===== src/rtl/matrix_feeder.sv =====
// Feeds one ROWS x LENGTH matrix to per-row shift registers with diagonal skew; load takes 1 cycle, feed LENGTH+ROWS-1.
// Latency start->done is LENGTH+ROWS cycles; no backpressure, start is ignored (not queued) while not idle.
module matrix_feeder #(
  parameter int DATA_WIDTH = 8,
  parameter int LENGTH     = 4,
  parameter int ROWS       = 4
) (
  input  logic                  clk,
  input  logic                  reset_n,
  input  logic                  start,
  input  logic                  clear,
  input  logic [DATA_WIDTH-1:0] matrix_in [ROWS*LENGTH],
  output logic [DATA_WIDTH-1:0] load_data [ROWS*LENGTH],
  output logic [1:0]            ctrl_code [ROWS],
  output logic [ROWS-1:0]       row_valid,
  output logic                  busy,
  output logic                  done
);

  localparam logic [1:0] S_IDLE = 2'd0;
  localparam logic [1:0] S_LOAD = 2'd1;
  localparam logic [1:0] S_FEED = 2'd2;
  localparam logic [1:0] S_DONE = 2'd3;

  localparam logic [1:0] CODE_HOLD  = 2'b00;
  localparam logic [1:0] CODE_LOAD  = 2'b01;
  localparam logic [1:0] CODE_SHIFT = 2'b11;

  localparam int N_ELEM = ROWS * LENGTH;
  localparam int LAST   = LENGTH + ROWS - 2;
  localparam int CNT_W  = (LENGTH + ROWS > 2) ? $clog2(LENGTH + ROWS) : 1;

  logic [1:0]       state, state_nxt;
  logic [CNT_W-1:0] cnt, cnt_nxt;
  logic             capture;
  logic [1:0]       ctrl_nxt [ROWS];
  logic [ROWS-1:0]  row_valid_nxt;

  // Next-state logic; clear overrides everything, including a start in IDLE.
  always_comb begin
    state_nxt = state;
    cnt_nxt   = cnt;
    capture   = 1'b0;
    if (clear) begin
      state_nxt = S_IDLE;
      cnt_nxt   = '0;
    end else begin
      case (state)
        S_IDLE: begin
          if (start) begin
            state_nxt = S_LOAD;
            capture   = 1'b1;
          end
        end
        S_LOAD: begin
          state_nxt = S_FEED;
          cnt_nxt   = '0;
        end
        S_FEED: begin
          if (cnt == CNT_W'(LAST)) begin
            state_nxt = S_DONE;
            cnt_nxt   = '0;
          end else begin
            cnt_nxt = cnt + CNT_W'(1);
          end
        end
        default: begin
          state_nxt = S_IDLE;
          cnt_nxt   = '0;
        end
      endcase
    end
  end

  // Outputs are decoded from the next state so they can be registered with no extra cycle of lag.
  always_comb begin
    row_valid_nxt = '0;
    for (int r = 0; r < ROWS; r++) begin
      ctrl_nxt[r] = CODE_HOLD;
      if (state_nxt == S_LOAD) begin
        ctrl_nxt[r] = CODE_LOAD;
      end else if (state_nxt == S_FEED &&
                   cnt_nxt >= CNT_W'(r) && cnt_nxt < CNT_W'(r + LENGTH)) begin
        ctrl_nxt[r]      = CODE_SHIFT;
        row_valid_nxt[r] = 1'b1;
      end
    end
  end

  always_ff @(posedge clk or negedge reset_n) begin
    if (!reset_n) begin
      state     <= S_IDLE;
      cnt       <= '0;
      busy      <= 1'b0;
      done      <= 1'b0;
      row_valid <= '0;
      for (int r = 0; r < ROWS; r++) begin
        ctrl_code[r] <= CODE_HOLD;
      end
      for (int i = 0; i < N_ELEM; i++) begin
        load_data[i] <= '0;
      end
    end else begin
      state     <= state_nxt;
      cnt       <= cnt_nxt;
      busy      <= (state_nxt == S_LOAD) || (state_nxt == S_FEED);
      done      <= (state_nxt == S_DONE);
      row_valid <= row_valid_nxt;
      for (int r = 0; r < ROWS; r++) begin
        ctrl_code[r] <= ctrl_nxt[r];
      end
      if (capture) begin
        for (int i = 0; i < N_ELEM; i++) begin
          load_data[i] <= matrix_in[i];
        end
      end
    end
  end

endmodule


===== config.mk =====
export PLATFORM = sky130hd
export DESIGN_NAME = matrix_feeder
export DESIGN_NICKNAME = d
export VERILOG_FILES = /design/src/rtl/matrix_feeder.sv
export SDC_FILE = /design/constraint.sdc
export NUM_CORES = 1
export LEC_CHECK = 0
export CAP_MARGIN = 25
export CORE_MARGIN = 1
export CORE_UTILIZATION = 45
export CTS_CLUSTER_SIZE = 16
export DETAILED_ROUTE_END_ITERATION = 10
export GPL_TIMING_DRIVEN = 0
export PLACE_DENSITY = 0.81
export SLEW_MARGIN = 10
export SYNTH_ARGS = -nofsm -noshare
export SYNTH_HDL_FRONTEND = slang
export SYNTH_SLANG_ARGS = --single-unit

===== constraint.sdc =====
create_clock -name clk -period 3.1 [get_ports clk]
set_input_delay 0.31 -clock clk [delete_from_list [all_inputs] [get_ports clk]]
set_output_delay 0.31 -clock clk [all_outputs]
set_load 0.01 [all_outputs]

# [Word level (Yosys, flattened, before mapping)]
# Index checks and enable logic that the tools add are counted.
[word_totals] reg_bits=147 out_inout_bits=142 wordCells=76 input_bits=132
[classes] n_reduce_logical=10 n_addsub=1 magnitude_cmp=8 n_eq_ne=6 mux=26
[op_table] operator="two-way mux 2 bit" n=11
[op_table] operator="< comparator 3 bit, second input constant" n=4
[op_table] operator="two-way mux 1 bit" n=11
[op_table] operator="logical AND 1 bit" n=8
[op_table] operator="equality test 2 bit, second input constant" n=3
[op_table] operator="greater-or-equal comparator 3 x 1 -> 1 bit, second input constant" n=2
[op_table] operator="greater-or-equal comparator 3 x 2 -> 1 bit, second input constant" n=2
[op_table] operator="two-way mux 3 bit" n=2
[op_table] operator="case mux 2 bit (3 select lines)" n=1
[op_table] operator="case mux 3 bit (2 select lines)" n=1
[op_table] operator="equality test 2 x 1 -> 1 bit, second input constant" n=2
[op_table] operator="adder 3 x 1 -> 3 bit, second input constant" n=1
[op_table] operator="equality test 3 bit, second input constant" n=1
[op_table] operator="zero test 2 bit" n=1
[op_table] operator="logical OR 1 bit" n=1

# [Logic depth before layout (Yosys ltp)]
# Gate-level depths: netlist of run 1.
[depth] ltp_word=9 mapped_depth=9 mapped_depth_nobuf=8

# [Worst setup path after synthesis of run 1]
# No wires, ideal clock.
[synth_timing] kind="reg2reg" from="reg state[0]" to="reg ctrl_code[0] (netlist name)" slack_ps=964 required_ps=2996 synth_period_minus_slack_ps=2136 arrival_ps=2032 setup_time_ps=104 path_buffers=1 path_stages_with_launch=10 path_cell_list="dfrtp_1 > inv_1 > ha_1 > buf_6 > o21ai_0 > a211oi_1 > ha_1 > inv_1 > and2_1 > a221oi_1"
[synth_lines] item="start: declaration" line="33" source="logic [1:0] state, state_nxt;"
[synth_lines] item="start signal: assignment" line="104" source="state <= state_nxt;"
[synth_lines] item="end signal: indexed assignment" line="110" source="ctrl_code[r] <= ctrl_nxt[r];"
[synth_lines] item="end: declaration" line="14" source="output logic [1:0] ctrl_code [ROWS],"

==> impl_metrics.ini, run 1 <==
[run_status]
status = finished, final reports clean

[cts]
h-tree-depth = 4
hold_buffers = 1
numCtsBuffers = 17
cts_tree = yes
cts-root-buf = clkbuf_16
max-clock-path-buffers = 2
clkLatencyLatePin_ps = 420
clkSlewWorstSetupHoldPaths_ps = 60
cts.sinks = 143
post_cts_resized = 0
postCtsSetupBuffers = 0

[global_routing]
grt_start_max_net_pins = 76
grt_pass1_vias = 4408
grt_pass1_wl_um = 24200
grt_use_met3_pct = 7.53
grtUsageTotal_pct = 22.7
overflow = 0
grtUsageMet1_pct = 26.5
busiest_layer = met2
antenna_found_initial = 0
globalRouteMet2Util_pct = 37.6

[placement]
hpwlAfterDp_um = 11200
placed_area_sq_mm = 0.00910
dpl.cell_count = 806
dpl_worst_slack_ps = 565
port_buffers = 272
gp_congestion = 0.958

[die]
io_pins = 274
core_area_sq_mm = 0.0132
die_h_um = 119
start_util_pct = 46.2
rows = 42
fp.dieW_um = 119
dieArea_sq_mm = 0.0141

[detailed_routing]
drt_iter0_markers = 195
drc_errors = 0
firstDrtPassIters = 4
wl_per_cell_um = 18.3
viasPerCell = 4.88
num_vias = 4085
postRouteAntennaNets = 0
postRouteWirelength_um = 15300

[run]
maxCapViolations = 0

[cells_and_area]
syn_to_final_growth_pct = 59.6
design_area_sq_mm = 0.00977
drive_gt1_share_pct = 27.1
nFillCells = 855
antennaDiodeCount = 0
final_cells = 837
finalNetCount = 788

[synth]
synth.area.top_cells = dfrtp_1 58%, mux2_4 29%, buf_6 2.8%, mux2_1 1.5%, ha_1 1.2%
synth_edf_count = 0
syn-cell-area_sq_mm = 0.00612
synth.top_cell.area_share_pct = 58.4
syn_avg_cell_area_sq_um = 17.2
synth_commonest_cells = 143 x dfrtp_1, 120 x mux2_4, 15 x buf_6
ys.flop_type = dfrtp_1
async_flop_share_pct = 100
yosysWarnings = 0
ys_ff_latch = 143
yosysTopAreaCell = dfrtp_1
postSynthCellCount = 357
synth.most_common_cell = dfrtp_1
syn_nets = 495
ys_seq_area_share_pct = 58.4
synth_cell_types = 41

[sta]
tightestPinTransition_ps = 703
slew_headroom_pct = 53.1
fin_ws_ps = 528
slew_violations = 0
setup_viol = 0
finClkSkew_ps = 6.42
timing.final.crit_share_pct = 83.0
rsz0062_at_grt = false
fin_setup_tns_ps = 0
final_hold_viol_count = 0
max_freq_mhz = 389
period_needed_ps = 2570

[power]
peakVddDrop_mv = 0.416
leakagePower_nw = 4.53
power.density_mw_per_mm2 = 867

[worst_setup_path]
cp-end-kind = flop
crit_arrival_ps = 2890
start_kind = flop
crit_path_max_fanout = 10
cp.required_ps = 3420
critPathKind = reg2reg

[hold_path]
hold_path.class = in2reg
[final timing paths]
| path | cells past startpoint | slack, ps | end | from |
|---|---|---|---|---|
| worst max-delay path | 9 | 530 | ctrl_code[0] | state[0] |
| max in group asynchronous | 3 | 1840 | load_data[72] | reset_n |
| min in group asynchronous | 2 | 480 | load_data[31] | reset_n |
| worst max register to register | 9 | 530 | ctrl_code[0] | state[0] |
| worst min register to register | 1 | 500 | load_data[10] | load_data[10] |
| worst min-delay path | 2 | 170 | cnt[1] | clear |
[stage by stage]
step / power, mW / util, % / hold WS [ps]
finish: 8.47 / 73.8 / 166
global route: 8.83 / 73.8 / 164
CTS: 8.53 / 73.8 / 145
detailed placement: 6.18 / 68.7 / 379
global placement: 6.10 / 68.5 / 475
floorplan: 4.40 / - / 14.4
[sequential cells by signal, indices dropped and copies added, names as in the netlist]
signal / cells
load_data: 128
state: 2
done: 1
busy: 1
cnt: 3
row_valid: 3
ctrl_code: 5
[layout make-up]
cell class | count | area, sq um | area share (%)
timing repair buffer | 274 | 2760 | 28.3
clock inverter | 11 | 213 | 2.18
tap | 176 | 220 | 2.25
sequential | 143 | 3580 | 36.6
clock buffer | 19 | 453 | 4.64
buffer | 25 | 228 | 2.33
multi-input combinational | 181 | 2290 | 23.4
inverter | 8 | 30.0 | 0.307
[worst max-delay path: stages, from the launching register on]
cell and delay (ps):
dfrtp_1 410, inv_1 100, ha_1 280, buf_2 260
o21ai_1 130, a211oi_1 420, ha_1 360, inv_1 140
and2_1 150, a221oi_1 210
[power breakdown]
group	internal (mW)	switching (mW)
Sequential	2.53	0.384
Combinational	2.17	1.09
Clock	1.54	0.764
[layout by cell type (no fill, tap or decap), drive strengths merged, types with 2 or more instances in the layout]
cell type / count
nand2b: 2
inv: 8
clkbuf: 20
clkdlybuf4s50: 271
nor3: 2
a31oi: 3
nand3b: 3
buf: 26
nand2: 5
clkinvlp: 3
o21ai: 6
clkinv: 2
mux2: 128
dfrtp: 143
bufinv: 6
ha: 6
a21oi: 4
[cell families after synthesis]
family / share of synthesized area [%]
XOR/XNOR: 0.286
adder cells (fa/ha/maj): 1.23
buffers and inverters: 4.21
AO/OA/AOI/OAI: 2.76
AND/OR/NAND/NOR: 2.21
multiplexers: 30.9
flip-flops: 58.4
[metal layers]
metal	share of wire, %	vias to the layer above
met4	3.2	0
met1	39	2028
li1	-	1831
met5	0	-
met2	50	190
met3	7.0	36
Power figures use the tool's default switching activity.
==> run 2, diff against run 1 <==
--- a/config.mk
+++ b/config.mk
@@ -7,11 +7,11 @@
 export LEC_CHECK = 0
 export CAP_MARGIN = 25
 export CORE_MARGIN = 1
-export CORE_UTILIZATION = 45
+export CORE_UTILIZATION = 42
 export CTS_CLUSTER_SIZE = 16
 export DETAILED_ROUTE_END_ITERATION = 10
 export GPL_TIMING_DRIVEN = 0
-export PLACE_DENSITY = 0.81
+export PLACE_DENSITY = 0.77
 export SLEW_MARGIN = 10
 export SYNTH_ARGS = -nofsm -noshare
 export SYNTH_HDL_FRONTEND = slang
==> constraint.sdc (replaced) <==
create_clock -name clk -period 2.4 [get_ports clk]
set_input_delay 0.24 -clock clk [delete_from_list [all_inputs] [get_ports clk]]
set_output_delay 0.24 -clock clk [all_outputs]
set_load 0.01 [all_outputs]
==> run 2 against run 1 <==
Routed wire length is 0.59% lower. Critical path depth stayed put. Die area is 7.0% higher. Clock skew is 1.1 ps lower. Via count is 0.51% lower. Final cell count is 1.3% higher. Clock-buffer cell count is 3 higher. Hold slack worse by 46 ps. Global-route usage is 1.9 points lower. Register-to-register slack worse by 410 ps.
==> impl_metrics.ini, run 2 (same netlist as run 1, synthesis figures left out) <==
[cts]
max-clock-path-buffers = 2
h-tree-depth = 4
clkLatencyLatePin_ps = 410
clkSlewWorstSetupHoldPaths_ps = 60
cts.sinks = 143
cts_tree = yes
cts-root-buf = clkbuf_16
numCtsBuffers = 17

[placement]
dpl_worst_slack_ps = -70.4
gp_congestion = 0.802
hpwlAfterDp_um = 11000
port_buffers = 272

[sta]
slew_headroom_pct = 57.0
slew_violations = 0
setup_viol = 0
fin_setup_tns_ps = 0
fin_ws_ps = 122
tightestPinTransition_ps = 645
period_needed_ps = 2280
final_hold_viol_count = 0
finClkSkew_ps = 5.32
timing.final.crit_share_pct = 94.9
max_freq_mhz = 439

[worst_setup_path]
critPathTopFamily = compound AO/OA/AOI/OAI gates
crit_path_max_incr_delay_ps = 410
critPathKind = reg2reg
start_kind = flop
cp-end-kind = flop
cpMostUsedCell = inv_1
cp_slowest_cell = dfrtp_1
crit_path_max_fanout = 10
cp.required_ps = 2690
critPathBufInv = 3
crit_arrival_ps = 2570
crit_chain = inv_1 > ha_1 > clkbuf_4 > o21ai_1 > a211oi_2 > ha_2 > inv_1 > and2_1 > a221oi_1

[hold_path]
hold_path.class = in2reg

[detailed_routing]
wl_per_cell_um = 17.9
drt_iter0_markers = 176
num_vias = 4064
drc_errors = 0
viasPerCell = 4.79
postRouteAntennaNets = 0
postRouteWirelength_um = 15200
firstDrtPassIters = 4

[cells_and_area]
drive_gt1_share_pct = 28.1
largest_register_ffs = 128
final_common_cell = clkdlybuf4s50_1
final_cell_mix = 271 x clkdlybuf4s50_1, 143 x dfrtp_1, 120 x mux2_4
finalNetCount = 793
largestRegisters = load_data x128, ctrl_code x5
nFillCells = 941
largest_register = load_data
antennaDiodeCount = 0
syn_to_final_growth_pct = 59.6

[run_status]
status = finished, final reports clean

[die]
core_area_sq_mm = 0.0140
fp.dieW_um = 123
rows = 43
io_pins = 274
dieArea_sq_mm = 0.0151
die_h_um = 123
start_util_pct = 43.6

[power]
power.density_mw_per_mm2 = 1090
leakagePower_nw = 4.54
peakVddDrop_mv = 0.771

[global_routing]
grt_start_max_net_pins = 77
overflow = 0
grtUsageTotal_pct = 20.8
antenna_found_initial = 0
grt_pass1_vias = 4439
grt_pass1_wl_um = 23400

[run]
maxCapViolations = 0
run 2: repair_timing:
action | 4_1_cts | 5_1_grt
hold buffers | 1 | 0
gates resized for setup | 2 | 1
pin swaps | 0 | 2
setup buffers | 0 | 5
hold endpoints to repair | 67 | 0
endpoints found under the setup margin | 1 | 1
run 2: through the flow:
step / cell area [sq um] / hold WS (ps) / instances / total power, mW / util [%]
2_1_floorplan: 6120 / -55.6 / 357 / 5.68 / -
3_3_place_gp: 9070 / 474 / 809 / 7.90 / 64.6
3_5_place_dp: 9100 / 280 / 810 / 7.99 / 64.8
4_1_cts: 9740 / 90.8 / 843 / 10.8 / 69.3
5_1_grt: 9780 / 103 / 848 / 11.2 / 69.6
6_report: 9780 / 119 / 848 / 10.7 / 69.6
run 2: worst register-to-register path, delay by kind of cell (launching register included):
kind,cells,cell delay (ps)
AOI/OAI and AO/OA,3,640
adders and majority gates,2,530
buffers and inverters,3,440
DFF,1,410
and+or+nand+nor,1,150
run 2: where the power goes:
part / switching (mW) / internal [mW] / leakage (nW)
clock: 1.01 / 1.68 / 0.300
combinational: 1.40 / 2.82 / 2.54
sequential: 0.500 / 3.27 / 1.70
total: 2.91 / 7.77 / 4.54
run 2: area by class of cell:
type / count / area [sq um] / area share [%]
buffer: 25 / 230 / 2.35
clock buffer: 22 / 494 / 5.06
clock inverter: 10 / 124 / 1.27
inverter: 8 / 30.0 / 0.307
multi-input combinational: 181 / 2300 / 23.5
sequential: 143 / 3580 / 36.6
tap: 180 / 225 / 2.30
timing repair buffer: 279 / 2800 / 28.6
run 2: worst paths after layout:
kind	from	endpoint	slack, ps	cells after the start
setup reg to reg	state[0]	ctrl_code[0]	120	9
min in group asynchronous	reset_n	load_data[7]	390	2
hold reg to reg	load_data[14]	load_data[14]	490	1
max in group asynchronous	reset_n	load_data[54]	1210	3
hold / removal	clear	cnt[0]	120	2
setup / recovery	state[0]	ctrl_code[0]	120	9
run 2: per-layer routing:
metal	vias up	GRT usage [%]	wire, um
met5	-	0	0
met4	0	7.77	310
met3	25	7.99	1200
met2	178	35.3	7760
met1	2009	23.6	5950
li1	1852	-	-
==> run 3, diff against run 2 <==
--- a/config.mk
+++ b/config.mk
@@ -5,7 +5,6 @@
 export SDC_FILE = /design/constraint.sdc
 export NUM_CORES = 1
 export LEC_CHECK = 0
-export CAP_MARGIN = 25
 export CORE_MARGIN = 1
 export CORE_UTILIZATION = 42
 export CTS_CLUSTER_SIZE = 16
==> constraint.sdc (replaced) <==
create_clock -name clk -period 2.1 [get_ports clk]
set_input_delay 0.21 -clock clk [delete_from_list [all_inputs] [get_ports clk]]
set_output_delay 0.21 -clock clk [all_outputs]
set_load 0.01 [all_outputs]
==> run 3 against run 2 <==
Hold slack got worse by 15 ps. Largest cell class unchanged. Maximum frequency rose by 12%. Global-route usage shrank 0.61 points. Sequential share of layout area is 0.16 points higher. Cell area shrank 0.44%. Non-clock buffer count is 1 higher.
==> impl_metrics.ini, run 3 (same netlist as run 1, synthesis figures left out) <==
[run]
maxCapViolations = 0

[die]
core_area_sq_mm = 0.0140
fp.dieW_um = 123
dieArea_sq_mm = 0.0151
io_pins = 274
rows = 43
start_util_pct = 43.6
die_h_um = 123

[sta]
finClkSkew_ps = 8.60
period_needed_ps = 2030
setup_viol = 0
fin_setup_tns_ps = 0
slew_violations = 0
tightestPinTransition_ps = 609
final_hold_viol_count = 0
fin_ws_ps = 69.6
max_freq_mhz = 493
slew_headroom_pct = 59.4
timing.final.crit_share_pct = 96.7

[worst_setup_path]
cp.required_ps = 2410
cp-end-kind = flop
crit_path_max_fanout = 10
ff2ff_path_depth = 9
critPathKind = reg2reg
start_kind = flop
cp_slowest_cell = dfrtp_1
crit_chain = inv_2 > ha_4 > buf_6 > o21ai_1 > a211oi_2 > ha_2 > inv_1 > and2_1 > a221oi_2
crit_path_max_incr_delay_ps = 410
crit_arrival_ps = 2340

[detailed_routing]
postRouteAntennaNets = 0
drc_errors = 0
top_layer = met4
viasPerCell = 4.74
firstDrtPassIters = 5
num_vias = 4021
postRouteWirelength_um = 15300
drt_iter0_markers = 179
drt-met1-wl_um = 5990
wl_per_cell_um = 18.0
met3_length_um = 1190
dr_wl_met2_um = 7840

[hold_path]
hold_depth = 2
hold_path.class = in2reg

[cells_and_area]
design_area_sq_mm = 0.00973
finalNetCount = 794
largest_register_ffs = 128
regArea_sq_mm = 0.00358
largest_register = load_data
antennaDiodeCount = 0
drive_gt1_share_pct = 28.7
final_common_cell = clkdlybuf4s50_1
syn_to_final_growth_pct = 58.9
final_cell_mix = 271 x clkdlybuf4s50_1, 143 x dfrtp_1, 120 x mux2_4
multi_input_area_sq_mm = 0.00233
nFillCells = 947
largestRegisters = load_data x128, ctrl_code x5

[placement]
port_buffers = 272
hpwlAfterDp_um = 11100
gp_congestion = 0.812
placed_area_sq_mm = 0.00911
dpl_worst_slack_ps = -260

[global_routing]
grt_start_max_net_pins = 81
grt_pass1_wl_um = 22400
grtUsageTotal_pct = 20.2
antenna_found_initial = 0
overflow = 0
grt_pass1_vias = 4218

[cts]
cts.sinks = 143
cts-root-buf = clkbuf_16
numCtsBuffers = 17
max-clock-path-buffers = 2
clkLatencyLatePin_ps = 410
clkSlewWorstSetupHoldPaths_ps = 60
cts_tree = yes
h-tree-depth = 4

[run_status]
status = finished, final reports clean

[power]
peakVddDrop_mv = 0.717
power.density_mw_per_mm2 = 1220
leakagePower_nw = 4.51
-- run 3: cell count changes in the layout (fill, tap and decap cells not counted), moves of 2 or more --
cell	before	now
ha_4	0	2
ha_1	5	3
clkbuf_8	5	3
buf_4	9	11
inv_6	3	0
clkinv_2	1	7
bufinv_16	2	0
-- run 3: path summary, 6_finish.rpt --
kind	start	endpoint	slack [ps]
min in group asynchronous	reset_n	load_data[105]	350
worst min-delay path	clear	cnt[1]	100
worst max-delay path	state[0]	ctrl_code[0]	70
worst max register to register	state[0]	ctrl_code[0]	70
max in group asynchronous	reset_n	ctrl_code[0]	930
worst min register to register	load_data[16]	load_data[16]	490
-- run 3: timing repair --
action                     CTS  global route
hold buffers                 1             0
pin swaps                    2             2
setup endpoints to repair    1             3
setup buffers                3             4
gates cloned                 0             0
hold endpoints to repair    63             0
resized for setup            4             4
-- run 3: final cells by class --
type | count | area share [%]
inverters | 8 | 0.308
clock buffers | 21 | 4.83
repair buffers | 281 | 28.9
flip-flops and latches | 143 | 36.8
well taps | 180 | 2.31
plain buffers | 24 | 2.29
clock inverters | 11 | 0.681
multi-input cells | 181 | 23.9
-- run 3: critical path, delay by kind of cell (launching register included) --
family	cells	cell delay, ps
buffers and inverters	3	360
adder cells (fa/ha/maj)	2	420
AND/OR/NAND/NOR	1	160
flip-flops	1	410
AO/OA/AOI/OAI	3	590
-- run 3: per-stage QoR --
stage,instances,power [mW],util [%],hold slack (ps)
after floorplan,357,6.49,-,-85.6
after global placement,809,9.03,64.7,472
after detailed placement,810,9.14,64.9,236
after CTS,846,11.9,69.0,84.6
after global routing,849,12.5,69.3,98.3
final,849,11.8,69.3,105
-- run 3: report_power, final --
part / internal (mW) / switching, mW / leakage, nW
clock network: 1.59 / 1.10 / 0.264
logic: 3.24 / 1.63 / 2.54
registers: 3.73 / 0.554 / 1.70
total: 8.57 / 3.28 / 4.51
-- run 3: per-layer routing --
| layer | GRT usage, % | up-vias |
|---|---|---|
| li1 | - | 1849 |
| met1 | 23.2 | 1971 |
| met2 | 34.9 | 181 |
| met3 | 7.02 | 20 |
| met4 | 6.78 | 0 |
| met5 | 0 | - |
==> RTL change 1: new RTL, flow settings as in run 2 <==
Reset style: synchronous (`reset_n`), changed in one clocked block.
--- a/src/rtl/matrix_feeder.sv
+++ b/src/rtl/matrix_feeder.sv
@@ -88,5 +88,5 @@
   end
 
-  always_ff @(posedge clk or negedge reset_n) begin
+  always_ff @(posedge clk) begin
     if (!reset_n) begin
       state     <= S_IDLE;
Function: differs if reset_n is asserted again (counterexample within 4 cycles, from zero or initial values and one cycle with reset_n low); with reset_n held inactive, the same outputs for 10 cycles.
==> RTL change 1 against run 2 <==
Via count increased by 33%. Sequential cell count unchanged. Setup slack improved by 0.060 ns. Design area decreased by 10%. Area after synthesis decreased by 14%. Routed wire length increased by 12%. Global-route usage increased by 5.8 points. Die area decreased by 14%. Critical endpoint is now row_valid[2].
Power is not compared: it rests on default switching activity, and its combinational part moved more than twofold at a synthesized area within 25%.
==> RTL change 1: results (changes against run 2) <==
Logic synthesis
  • Primary FF master, synth: dfxtp_1
  • Synth top cells by count: nand2_1, dfxtp_1, a21oi_1
  • Post-synthesis async set-or-reset flop share: 0 (-1.000)
  • Post-Syn Nets: 788 (+59%)
  • Area contributors post-synth: dfxtp_1, nand2_1, a21oi_1
  • Synth cell types: 36 (-12%)
  • Syn Inst Count: 650 (+82%)
  • Register area share after synthesis: 0.5431 (-0.04119)

Global routing
  • Initial antenna violation count: 0 (unchanged)
  • First-pass GRT wire length: 26700 microns (+14%)
  • GRT Util Overall: 0.2662 (+0.05818)
  • Pin count of the biggest net entering global routing: 17 (-78%)
  • Vias in the first global route: 5402 (+22%)

STA
  • Final worst slack: 0.1821 ns (+0.06018 ns)
  • Setup Skew: 0.004491 ns (-0.0008293 ns)
  • WHS: 0.1855 ns (+0.06631 ns)
  • Relative slew slack: 0.6230 (+0.05306)

Critical path
  • Arrival time worst endpoint: 2.54 ns (-0.03 ns)
  • Reg2Reg Depth: 9 (unchanged)
  • Largest stage delay, worst path: 0.37 ns (-0.04 ns)
  • CP Launch Point: state[0]
  • CP endpoint: row_valid[2]
  • R2R Path End: row_valid[2]
  • Max Fanout on Critical Path: 10 (unchanged)
  • Crit path max-delay cell type: dfxtp_1

Drt
  • Vias per inst: 4.804 (+0.24%)
  • Iter 0 DRT Violations: 320 (+82%)
  • Final Routed Wirelength: 16960 microns (+12%)
  • Wire per inst: 15.12 microns (-16%)
  • DRT Pass-1 Iters: 4 (unchanged)

Layout
  • # diodes: 0 (unchanged)
  • Nets@finish: 1079 (+36%)
  • Share of cells above drive strength 1: 0.07757 (-0.2039)
  • Top Registers: load_data (128), ctrl_code (5)
  • Fillcell total: 978 (+3.9%)

Clock tree
  • Post-CTS setup buffer count: 0 (unchanged)
  • Clock Latency Late Sink: 0.40 ns
  • H-tree depth: 4 (unchanged)
  • Reg clk slew, reported paths: 0.06 ns (about the same)
  • Max Root-Sink Buffers: 2 (unchanged)
  • CTS root buf: clkbuf_16
  • Cts repair resizes: 0 (-2)

Placed design
  • Pre-CTS setup slack: 0.2070 ns (+0.2774 ns)
  • I/O Buffers: 272 (unchanged)
  • Detailed Place HPWL: 12460 microns (+14%)
  • Post-place instance area: 8204 sq um (-9.9%)
  • GPL Wtd Cong: 0.8149 (+1.6%)

Run status
  • Status: complete, no violations

Hold path
  • Hold path start: reset_n
  • Hold Path Depth: 2 (unchanged)
  • Hold Path End: ctrl_code[2]

Power and ir drop
  • Leak pwr: 3.261 nW
  • Worst vdd ir: 475.0 uV
## RTL change 1: cell types whose count changed in the layout (fill, tap and decap cells not counted), moves of 14 or more
cell	run 2	this run
a21oi_1	4	133
clkbuf_1	1	15
dfrtp_1	143	0
dfxtp_1	0	143
mux2_4	120	0
nand2_1	5	262
## RTL change 1: critical path: cells and delay by family (launching register included)
kind,cells,cell delay [ns]
AND/OR/NAND/NOR,3,0.72
flip-flops,1,0.37
adder cells (fa/ha/maj),2,0.50
AO/OA/AOI/OAI,2,0.28
buffers and inverters,2,0.26
## RTL change 1: per-layer routing
layer | GRT usage | share of wire | up-vias
li1 | - | - | 2689
met1 | 0.2892 | 0.38 | 2457
met4 | 0.09870 | 0.019 | 0
met3 | 0.1084 | 0.096 | 22
met2 | 0.4642 | 0.50 | 222
met5 | 0 | 0 | -
## RTL change 1: cell families (layout without fill, tap and decap cells)
logic type / count (synthesis) / after routing / share of synthesized area
adder cells (fa/ha/maj): 6 / 6 / 0.01424
flip-flops: 143 / 143 / 0.5431
buffers and inverters: 56 / 360 / 0.06812
AND/OR/NAND/NOR: 291 / 291 / 0.2215
AO/OA/AOI/OAI: 154 / 154 / 0.1531
## RTL change 1: area by class of cell
class | instances | area [sq um] | area share
flip-flops and latches | 143 | 2863 | 0.3255
repair buffers | 272 | 2723 | 0.3095
multi-input cells | 451 | 2058 | 0.2340
clock buffers | 27 | 533.0 | 0.06060
plain buffers | 52 | 344.1 | 0.03912
well taps | 168 | 210.2 | 0.02390
clock inverters | 5 | 50.05 | 0.005690
inverters | 4 | 15.01 | 0.001707
## RTL change 1: power by group
part / total, W / switching, W / internal (W)
Combinational: 0.000841 / 0.000363 / 0.000478
Sequential: 0.00254 / 0.0000556 / 0.00249
Clock: 0.00254 / 0.000929 / 0.00161
==> RTL change 2: new RTL, config.mk and constraints of run 2 <==
Without the edit above. Change the parameter `DATA_WIDTH` from 8 to 10.
--- a/src/rtl/matrix_feeder.sv
+++ b/src/rtl/matrix_feeder.sv
@@ -2,5 +2,5 @@
 // Latency start->done is LENGTH+ROWS cycles; no backpressure, start is ignored (not queued) while not idle.
 module matrix_feeder #(
-  parameter int DATA_WIDTH = 8,
+  parameter int DATA_WIDTH = 10,
   parameter int LENGTH     = 4,
   parameter int ROWS       = 4
Ports: changed (resized load_data and matrix_in); port bits go from 274 to 338. No check against the original RTL was run, so the function may have changed too.
==> RTL change 2 against run 2 <==
Design area rose by 18%. Fmax rose by 3.2%. Critical path type unchanged. Global-route usage rose by 1.4 points. First-iteration DRC count rose by 40%. Power rose by 17%. Sequential cell count rose by 32. Synthesized cell count rose by 19%. Area after synthesis rose by 18%. Routed wire length rose by 25%. Setup slack improved by 0.071 ns. Critical path depth did not move. Largest cell class unchanged.
==> RTL change 2: results (changes against run 2) <==
Layout
  • Share of cells above drive strength 1: 0.2907 (+0.009290)
  • Top Registers: load_data (160), ctrl_code (5)

Logic synthesis
  • Synth top cells by count: dfrtp_1, mux2_4, mux2_2
  • Synth cell types: 39 (-4.9%)
  • Area contributors post-synth: dfrtp_1, mux2_4, mux2_2
  • Syn Inst Count: 424 (+19%)
  • Post-Syn Nets: 594 (+20%)

Placed design
  • Detailed Place HPWL: 13770 microns (+26%)
  • I/O Buffers: 336 (+24%)
  • Placed cells: 981 (+21%)

Power and ir drop
  • Int Power: 0.009014 W (+16%)
  • Power in sequential cells: 0.00461 W (+22%)
  • Combinational power: 0.00504 W (+19%)
  • Worst vdd ir: 612.2 uV (-21%)

Run status
  • Status: complete, no violations

Global routing
  • Met2 GRT Util: 0.3819 (+0.02868)
  • GR Layer Usage met3: 0.06628 (-0.01364)
  • Vias in the first global route: 5463 (+23%)
  • GRT Util Overall: 0.2216 (+0.01358)
  • GR Util met1: 0.2563 (+0.02016)
  • Pin count of the biggest net entering global routing: 100 (+30%)

Drt
  • Iter 0 DRT Violations: 246 (+40%)
  • Wire per inst: 18.71 microns (+4.3%)
  • Via count: 4950 (+22%)
  • M1 WL: 7333 microns (+23%)
  • Met2 routed WL: 9566 microns (+23%)

STA
  • Setup Skew: 0.006607 ns (+0.001287 ns)

Critical path
  • R2r setup slk: 0.19 ns (+0.07 ns)
  • Arrival time worst endpoint: 2.52 ns (-0.05 ns)
-- RTL change 2: repair_timing --
action | CTS | global route
hold buffers | 1 | 0
pin swaps | 1 | 2
endpoints found under the setup margin | 1 | 2
setup buffers | 1 | 4
resized for setup | 3 | 4
cloned | 0 | 0
endpoints found under the hold margin | 76 | 0
-- RTL change 2: area by class of cell --
class	instances	area share
inverter	8	0.002598
timing repair buffer	343	0.2979
clock inverter	11	0.01353
buffer	28	0.01959
clock buffer	20	0.03951
multi-input combinational	213	0.2243
sequential	175	0.3788
tap	220	0.02381
-- RTL change 2: worst min-delay path by stage --
stage / from / to / cells past startpoint
floorplan: reset_n / busy / 0
global placement: load_data[9] / load_data[9] / 1
detailed placement: reset_n / load_data[67] / 1
CTS: clear / cnt[0] / 2
global route: clear / cnt[0] / 2
finish: clear / cnt[0] / 2
-- RTL change 2: per-stage QoR --
step / setup slack [ns] / power, W / hold slack, ns / TNS (ns) / area, sq um
3_3_place_gp: -5.721 / 0.009516 / 0.4880 / -999.43 / 10850
5_1_grt: 0.02154 / 0.01309 / 0.1414 / 0 / 11560
6_report: 0.1930 / 0.01252 / 0.1308 / 0 / 11560
2_1_floorplan: 0.2555 / 0.006749 / -0.05559 / 0 / 7207
4_1_cts: 0.05476 / 0.01262 / 0.1001 / 0 / 11520
3_5_place_dp: -0.1872 / 0.009647 / 0.2416 / -0.1872 / 10880
-- RTL change 2: logic make-up (layout without fill, tap and decap cells) --
kind of cell / after synthesis / in the layout / synth area share
AOI/OAI and AO/OA: 24 / 24 / 0.02344
xor gates and xnor gates: 2 / 2 / 0.002431
adders and majority gates: 6 / 6 / 0.01042
buffers and inverters: 36 / 410 / 0.03524
DFF: 175 / 175 / 0.6076
muxes: 160 / 160 / 0.3021
and+or+nand+nor: 21 / 21 / 0.01875
